### src/rtl/csr_access_unit_if.sv
// Bundles the decode request, CSR file port and writeback response of csr_access_unit.
// slave is the unit's own view; master is the surrounding pipeline and CSR file.
interface csr_access_unit_if #(
    parameter int XLEN = 32
);
    logic            req_valid;
    logic            req_ready;
    logic [2:0]      req_funct3;
    logic [11:0]     req_csr_addr;
    logic [XLEN-1:0] req_rs1_data;
    logic [4:0]      req_rs1_idx;
    logic            req_kill;

    logic [11:0]     csr_read_index;
    logic [XLEN-1:0] csr_data_r;
    logic [11:0]     csr_write_index;
    logic            csr_write;
    logic [XLEN-1:0] csr_data_w;

    logic            rsp_valid;
    logic            rsp_ready;
    logic [XLEN-1:0] rsp_rd_data;
    logic            rsp_ill;

    logic            busy;

    modport slave (
        input  req_valid, req_funct3, req_csr_addr, req_rs1_data, req_rs1_idx, req_kill,
        output req_ready,
        output csr_read_index, csr_write_index, csr_write, csr_data_w,
        input  csr_data_r,
        output rsp_valid, rsp_rd_data, rsp_ill,
        input  rsp_ready,
        output busy
    );

    modport master (
        output req_valid, req_funct3, req_csr_addr, req_rs1_data, req_rs1_idx, req_kill,
        input  req_ready,
        input  csr_read_index, csr_write_index, csr_write, csr_data_w,
        output csr_data_r,
        input  rsp_valid, rsp_rd_data, rsp_ill,
        output rsp_ready,
        input  busy
    );
endinterface

### src/rtl/csr_access_unit.sv
// Zicsr initiator: IDLE -> READ -> WRITE -> RESP, one request per 4 cycles; write strobe is state-decoded.
// Define CSR_ACC_ADDR_CHECK_EN to restrict accesses to the implemented machine-mode CSR whitelist.
module csr_access_unit #(
    parameter int XLEN = 32
) (
    input  logic           clk,
    input  logic           rst,
    csr_access_unit_if.slave bus
);
    typedef enum logic [1:0] {
        IDLE  = 2'd0,
        READ  = 2'd1,
        WRITE = 2'd2,
        RESP  = 2'd3
    } state_t;

    state_t          state_q, state_d;
    logic [1:0]      op_q;
    logic [11:0]     addr_q;
    logic [XLEN-1:0] operand_q;
    logic [XLEN-1:0] old_q;
    logic            wr_en_q;
    logic            ill_q;

    logic            req_ready_int;
    logic            accept;
    logic            addr_ok;
    logic            illegal;
    logic [XLEN-1:0] wdata;

    assign req_ready_int = (state_q == IDLE) && !bus.req_kill;
    assign accept        = bus.req_valid && req_ready_int;

`ifdef CSR_ACC_ADDR_CHECK_EN
    always_comb begin
        addr_ok = 1'b0;
        case (addr_q)
            12'h300, 12'h304, 12'h305, 12'h340,
            12'h341, 12'h342, 12'h343, 12'h344: addr_ok = 1'b1;
            default:                            addr_ok = 1'b0;
        endcase
    end
`else
    assign addr_ok = 1'b1;
`endif

    // op 00 covers both reserved funct3 encodings 000 and 100
    assign illegal = (op_q == 2'b00)
                   || (wr_en_q && (addr_q[11:10] == 2'b11))
                   || !addr_ok;

    always_comb begin
        wdata = operand_q;
        case (op_q)
            2'b10:   wdata = old_q | operand_q;
            2'b11:   wdata = old_q & ~operand_q;
            default: wdata = operand_q;
        endcase
    end

    always_ff @(posedge clk or posedge rst) begin
        if (rst) begin
            state_q <= IDLE;
        end else begin
            state_q <= state_d;
        end
    end

    always_comb begin
        state_d = state_q;
        case (state_q)
            IDLE: begin
                if (accept) state_d = READ;
            end
            READ: begin
                if (bus.req_kill)  state_d = IDLE;
                else if (illegal)  state_d = RESP;
                else               state_d = WRITE;
            end
            WRITE: state_d = RESP;
            RESP: begin
                if (bus.rsp_ready) state_d = IDLE;
            end
            default: state_d = IDLE;
        endcase
    end

    always_ff @(posedge clk or posedge rst) begin
        if (rst) begin
            op_q      <= '0;
            addr_q    <= '0;
            operand_q <= '0;
            wr_en_q   <= 1'b0;
            old_q     <= '0;
            ill_q     <= 1'b0;
        end else begin
            if (accept) begin
                op_q      <= bus.req_funct3[1:0];
                addr_q    <= bus.req_csr_addr;
                operand_q <= bus.req_funct3[2] ? {{(XLEN-5){1'b0}}, bus.req_rs1_idx}
                                               : bus.req_rs1_data;
                // set/clear with a zero source field is a pure read
                wr_en_q   <= (bus.req_funct3[1:0] == 2'b01) || (bus.req_rs1_idx != 5'd0);
                ill_q     <= 1'b0;
            end
            if ((state_q == READ) && !bus.req_kill) begin
                old_q <= illegal ? '0 : bus.csr_data_r;
                ill_q <= illegal;
            end
        end
    end

    always_comb begin
        bus.req_ready       = req_ready_int;
        bus.busy            = (state_q != IDLE);
        bus.csr_read_index  = addr_q;
        bus.csr_write_index = addr_q;
        bus.csr_write       = (state_q == WRITE) && wr_en_q;
        bus.csr_data_w      = (state_q == WRITE) ? wdata : '0;
        bus.rsp_valid       = (state_q == RESP);
        bus.rsp_rd_data     = old_q;
        bus.rsp_ill         = (state_q == RESP) && ill_q;
    end
endmodule

### src/flat_wrapper.sv
// flat-port wrapper written by rule: the top's interface ports become plain ports
module csr_access_unit_flat 
#(
    parameter int XLEN = 32
)
  (clk, rst, bus_req_valid, bus_req_funct3, bus_req_csr_addr, bus_req_rs1_data, bus_req_rs1_idx, bus_req_kill, bus_req_ready, bus_csr_read_index, bus_csr_write_index, bus_csr_write, bus_csr_data_w, bus_csr_data_r, bus_rsp_valid, bus_rsp_rd_data, bus_rsp_ill, bus_rsp_ready, bus_busy);
  csr_access_unit_if #(.XLEN(XLEN)) bus_i ();
  input  logic clk;
  input  logic rst;
  input wire logic [$bits(bus_i.req_valid)-1:0] bus_req_valid;
  input wire logic [$bits(bus_i.req_funct3)-1:0] bus_req_funct3;
  input wire logic [$bits(bus_i.req_csr_addr)-1:0] bus_req_csr_addr;
  input wire logic [$bits(bus_i.req_rs1_data)-1:0] bus_req_rs1_data;
  input wire logic [$bits(bus_i.req_rs1_idx)-1:0] bus_req_rs1_idx;
  input wire logic [$bits(bus_i.req_kill)-1:0] bus_req_kill;
  output wire logic [$bits(bus_i.req_ready)-1:0] bus_req_ready;
  output wire logic [$bits(bus_i.csr_read_index)-1:0] bus_csr_read_index;
  output wire logic [$bits(bus_i.csr_write_index)-1:0] bus_csr_write_index;
  output wire logic [$bits(bus_i.csr_write)-1:0] bus_csr_write;
  output wire logic [$bits(bus_i.csr_data_w)-1:0] bus_csr_data_w;
  input wire logic [$bits(bus_i.csr_data_r)-1:0] bus_csr_data_r;
  output wire logic [$bits(bus_i.rsp_valid)-1:0] bus_rsp_valid;
  output wire logic [$bits(bus_i.rsp_rd_data)-1:0] bus_rsp_rd_data;
  output wire logic [$bits(bus_i.rsp_ill)-1:0] bus_rsp_ill;
  input wire logic [$bits(bus_i.rsp_ready)-1:0] bus_rsp_ready;
  output wire logic [$bits(bus_i.busy)-1:0] bus_busy;
  assign bus_i.req_valid = bus_req_valid;
  assign bus_i.req_funct3 = bus_req_funct3;
  assign bus_i.req_csr_addr = bus_req_csr_addr;
  assign bus_i.req_rs1_data = bus_req_rs1_data;
  assign bus_i.req_rs1_idx = bus_req_rs1_idx;
  assign bus_i.req_kill = bus_req_kill;
  assign bus_req_ready = bus_i.req_ready;
  assign bus_csr_read_index = bus_i.csr_read_index;
  assign bus_csr_write_index = bus_i.csr_write_index;
  assign bus_csr_write = bus_i.csr_write;
  assign bus_csr_data_w = bus_i.csr_data_w;
  assign bus_i.csr_data_r = bus_csr_data_r;
  assign bus_rsp_valid = bus_i.rsp_valid;
  assign bus_rsp_rd_data = bus_i.rsp_rd_data;
  assign bus_rsp_ill = bus_i.rsp_ill;
  assign bus_i.rsp_ready = bus_rsp_ready;
  assign bus_busy = bus_i.busy;
  csr_access_unit #(.XLEN(XLEN)) u_core (.clk(clk), .rst(rst), .bus(bus_i));
endmodule
### config.mk
export PLATFORM = sky130hd
export DESIGN_NAME = csr_access_unit_flat
export DESIGN_NICKNAME = d
export VERILOG_FILES = /design/src/rtl/csr_access_unit_if.sv /design/src/rtl/csr_access_unit.sv /design/src/flat_wrapper.sv
export SDC_FILE = /design/constraint.sdc
export NUM_CORES = 1
export LEC_CHECK = 0
export BUFFER_PORTS_ARGS = -buffer_cell sky130_fd_sc_hd__buf_2
export CORE_ASPECT_RATIO = 1.25
export CORE_MARGIN = 3
export CORE_UTILIZATION = 44
export CTS_BUF_LIST = sky130_fd_sc_hd__clkbuf_4
export CTS_CLUSTER_DIAMETER = 60
export CTS_CLUSTER_SIZE = 12
export DETAILED_ROUTE_END_ITERATION = 8
export PLACE_DENSITY = 0.78
export SLEW_MARGIN = 0
export SYNTH_ARGS = -nofsm -noshare
export SYNTH_HDL_FRONTEND = slang
export SYNTH_SLANG_ARGS = --single-unit
### constraint.sdc
create_clock -name clk -period 2.7 [get_ports clk]
set_clock_uncertainty 0.2 [all_clocks]
set_input_delay 0.27 -clock clk [delete_from_list [all_inputs] [get_ports clk]]
set_output_delay 0.27 -clock clk [all_outputs]
set_load 0.02 [all_outputs]
==> impl_summary.txt <==
----------------------------------------------------
[Outcome]
  Result of the run ... finished clean

[Yosys]
  Largest cells by area after synthesis ... sky130_fd_sc_hd__dfrtp_1 (50%), sky130_fd_sc_hd__nand2_1 (12%), sky130_fd_sc_hd__o21ai_0 (8.2%), sky130_fd_sc_hd__nand3b_1 (5.9%), sky130_fd_sc_hd__mux2_4 (4.4%)
  Most used standard cell by instance count after synthesis ... sky130_fd_sc_hd__nand2_1
  Mean post-synth cell area ... 8.91 µm²
  Synth async-reset ratio ... 100%
  Sequential fraction of the synthesis area ... 50.3%
  Top post-synthesis cells by count ... sky130_fd_sc_hd__nand2_1 (133), sky130_fd_sc_hd__dfrtp_1 (82), sky130_fd_sc_hd__o21ai_0 (67)
  Count of distinct cell types in the synthesized netlist ... 30
  Area of the mapped netlist ... 4080 µm²
  Syn Inst Count ... 458
  Warning count from the yosys run ... 0
  Most common flop cell mapped by yosys ... sky130_fd_sc_hd__dfrtp_1
  Post-Synthesis Net Count ... 547
  Share of the synthesized area in the top cell type ... 50.3%
  Total of flip-flops plus latches after synthesis ... 82
  Post-synth EDFFs ... 0
  Area leader, netlist ... sky130_fd_sc_hd__dfrtp_1

[Layout]
  Number of standard cells in the layout, taps in and fillers out ... 824
  Utilization after layout ... 67.2%
  Final std cell area, no fill ... 5940 µm²
  Share of cells above drive strength 1 ... 32.0%
  Layout net count ... 789
  Filler Cell Count ... 668
  Relative area change from synthesis to final layout ... 45.7%
  Diode count ... 0

[CTS]
  H-tree depth ... 3
  Clock transition at path regs ... 0.13 ns
  Clock sink count ... 82
  CTS tree ... yes
  Worst skew pair latency ... 0.41 ns
  Maximum clock path buffer count ... 2
  Buffer count from post-CTS setup fixing ... 0
  Inserted Clock Buffers ... 9
  Clock tree root driver cell ... sky130_fd_sc_hd__clkbuf_4
  Count of instances resized after the clock tree is built ... 0

[Critical path]
  Path type of the worst setup path ... register to primary output
  CP peak stage delay ... 0.58 ns
  Ordered cell list for the critical path ... buf_4 -> nand3b_1 -> a21oi_1 -> buf_2
  Crit Path Max Fanout ... 12
  Crit path DAT ... 1.78 ns
  Launching element type of the critical path ... register
  Worst-path cell with the longest stage delay ... sky130_fd_sc_hd__dfrtp_1
  Required time at the endpoint of the critical path ... 2.23 ns
  Sort of element at the end of the critical path ... primary output

[Routing]
  Post-route DRC violation count ... 0
  Total via count in the routed design ... 4187
  Via density ... 5.08
  Number of DRC markers in iteration 0 ... 237
  WL final ... 13100 µm
  Routed length per placed instance ... 15.9 µm
  Antenna-violating nets left ... 0
  Detailed Routing Iterations Pass 1 ... 5

[Hold path]
  Classification of the worst-slack hold path ... input port to register

[STA]
  Hold violation total from the final report ... 0
  Slew at the pin closest to its max-slew limit ... 0.845 ns
  F_max ... 444 MHz
  Number of max-slew violations in the final report ... 0
  Post-Route Hold Slack ... 0.0258 ns
  Tmin final ... 2.25 ns
  RSZ-0062 raised after global routing ... no
  Worst Setup Slack, final ... 0.447 ns
  Total negative slack for setup checks ... 0 ns
  Relative slew slack ... 43.6%
  Final Cycle Share ... 83.4%
  Setup Viol. Count Final ... 0

[Power]
  Part of the power in the clock network ... 9.8%
  Total power per unit cell area ... 995 nW/µm²
  Leakage power figure ... 2.97 nW
  Net switching power ... 2.79 mW
  Total power ... 5.92 mW
  Maximum VDD drop ... 422 µV
  Net switching fraction of the power ... 47.1%
  Power share of the combinational group ... 51.0%
  Internal Power ... 3.13 mW
  Part of the total power dissipated in sequential elements ... 39.1%

[Floorplan]
  Chip Width ... 92.1 µm
  Die outline area ... 10500 µm²
  Placement row count ... 38
  Starting density of the core ... 46.1%
  Standard cell core area ... 8840 µm²
  Die Span Y ... 114 µm
  Io pins ... 182

[Placement]
  Detailed placer's ending HPWL ... 8470 µm
  Placed insts ... 725
  Post-place setup slack ... 0.541 ns
  Port Buffer Count ... 181
  Post-placement cell area ... 5010 µm²
  Routability congestion estimate ... 0.789

[Global route]
  Via count of the first global-routing pass ... 4469
  Total GRT Usage ... 25.7%
  Largest net degree at the start of global routing ... 50
  Global-route wire length before repair ... 21400 µm
  Antenna violations before repair ... 0
  Grt ovf ... 0

[Run]
  Max-cap violation count ... 0

----------------------------------------------------
## power groups by stage
stage	clock, mW	combinational, mW	sequential [mW]
after CTS	0.603	3.02	2.30
final	0.580	3.02	2.32
after global placement	0	2.84	2.29
after floorplan	0	1.69	2.57
after detailed placement	0	2.92	2.33
after global routing	0.655	3.30	2.39
## critical path: cells and delay by family, from the launching register on
kind / cells / cell delay, ns
AO/OA/AOI/OAI: 1 / 0.21
buffers and inverters: 2 / 0.47
flip-flops: 1 / 0.58
AND/OR/NAND/NOR: 1 / 0.11
## cell families after synthesis
logic type,Yosys count,synth area share (%)
AND/OR/NAND/NOR,206,24.5
multiplexers,18,5.92
buffers and inverters,48,6.10
flip-flops,82,50.3
AO/OA/AOI/OAI,104,13.2
## routing by layer
layer	track usage [%]	up-vias	part of all wire [%]
li1	-	1990	-
met1	28.3	1945	37
met2	46.1	204	52
met3	5.74	48	6.7
met4	13.5	0	4.1
met5	0	-	0
## cell usage in the layout, fill, tap and decap left out, types with 2 or more instances in the layout
cell type	n
sky130_fd_sc_hd__buf_2	181
sky130_fd_sc_hd__nand2_1	133
sky130_fd_sc_hd__dlygate4sd3_1	84
sky130_fd_sc_hd__dfrtp_1	82
sky130_fd_sc_hd__o21ai_0	66
sky130_fd_sc_hd__a21oi_1	33
sky130_fd_sc_hd__nand3b_1	32
sky130_fd_sc_hd__nand2b_1	28
sky130_fd_sc_hd__mux2_4	12
sky130_fd_sc_hd__clkbuf_4	10
sky130_fd_sc_hd__buf_4	10
sky130_fd_sc_hd__mux2i_1	5
sky130_fd_sc_hd__clkinv_2	4
sky130_fd_sc_hd__nor2_1	2
sky130_fd_sc_hd__inv_1	2
sky130_fd_sc_hd__nand3_1	2
sky130_fd_sc_hd__clkinv_1	2
## flip-flops by register name, summed over array words and instances (netlist names), named ones only
signal / flops
u_core.wr_en_q: 1
u_core.operand_q: 32
u_core.state_q: 1
u_core.ill_q: 1
u_core.bus.csr_read_index: 12
u_core.bus.rsp_rd_data: 32
u_core.op_q: 2
## area by class of cell
class,instances,area [µm²],area share [%]
clock buffer,10,75.1,1.26
inverter,3,12.5,0.210
tap,120,150,2.53
timing repair buffer,276,1840,31.0
sequential,82,2050,34.5
clock inverter,5,22.5,0.379
multi-input combinational,328,1790,30.1
## final timing paths
path | startpoint | to | slack [ns] | depth (start not counted)
worst max-delay path | u_core.op_q[1] | bus_csr_data_w[4] | 0.45 | 4
worst min-delay path | bus_req_rs1_idx[1] | u_core.operand_q[1] | 0.03 | 3
worst max register to register | register | u_core.wr_en_q | 0.53 | 3
worst min register to register | u_core.operand_q[21] | u_core.operand_q[21] | 0.31 | 2
max in group asynchronous | rst | u_core.bus.csr_read_index[4] | 1.37 | 4
min in group asynchronous | rst | u_core.bus.rsp_rd_data[23] | 0.26 | 3
## repair_timing
action | in CTS | in global routing
hold endpoints to repair | 117 | 0
setup endpoints to repair | 0 | 0
hold buffers | 84 | 0
(Power assumes the default switching activity.)
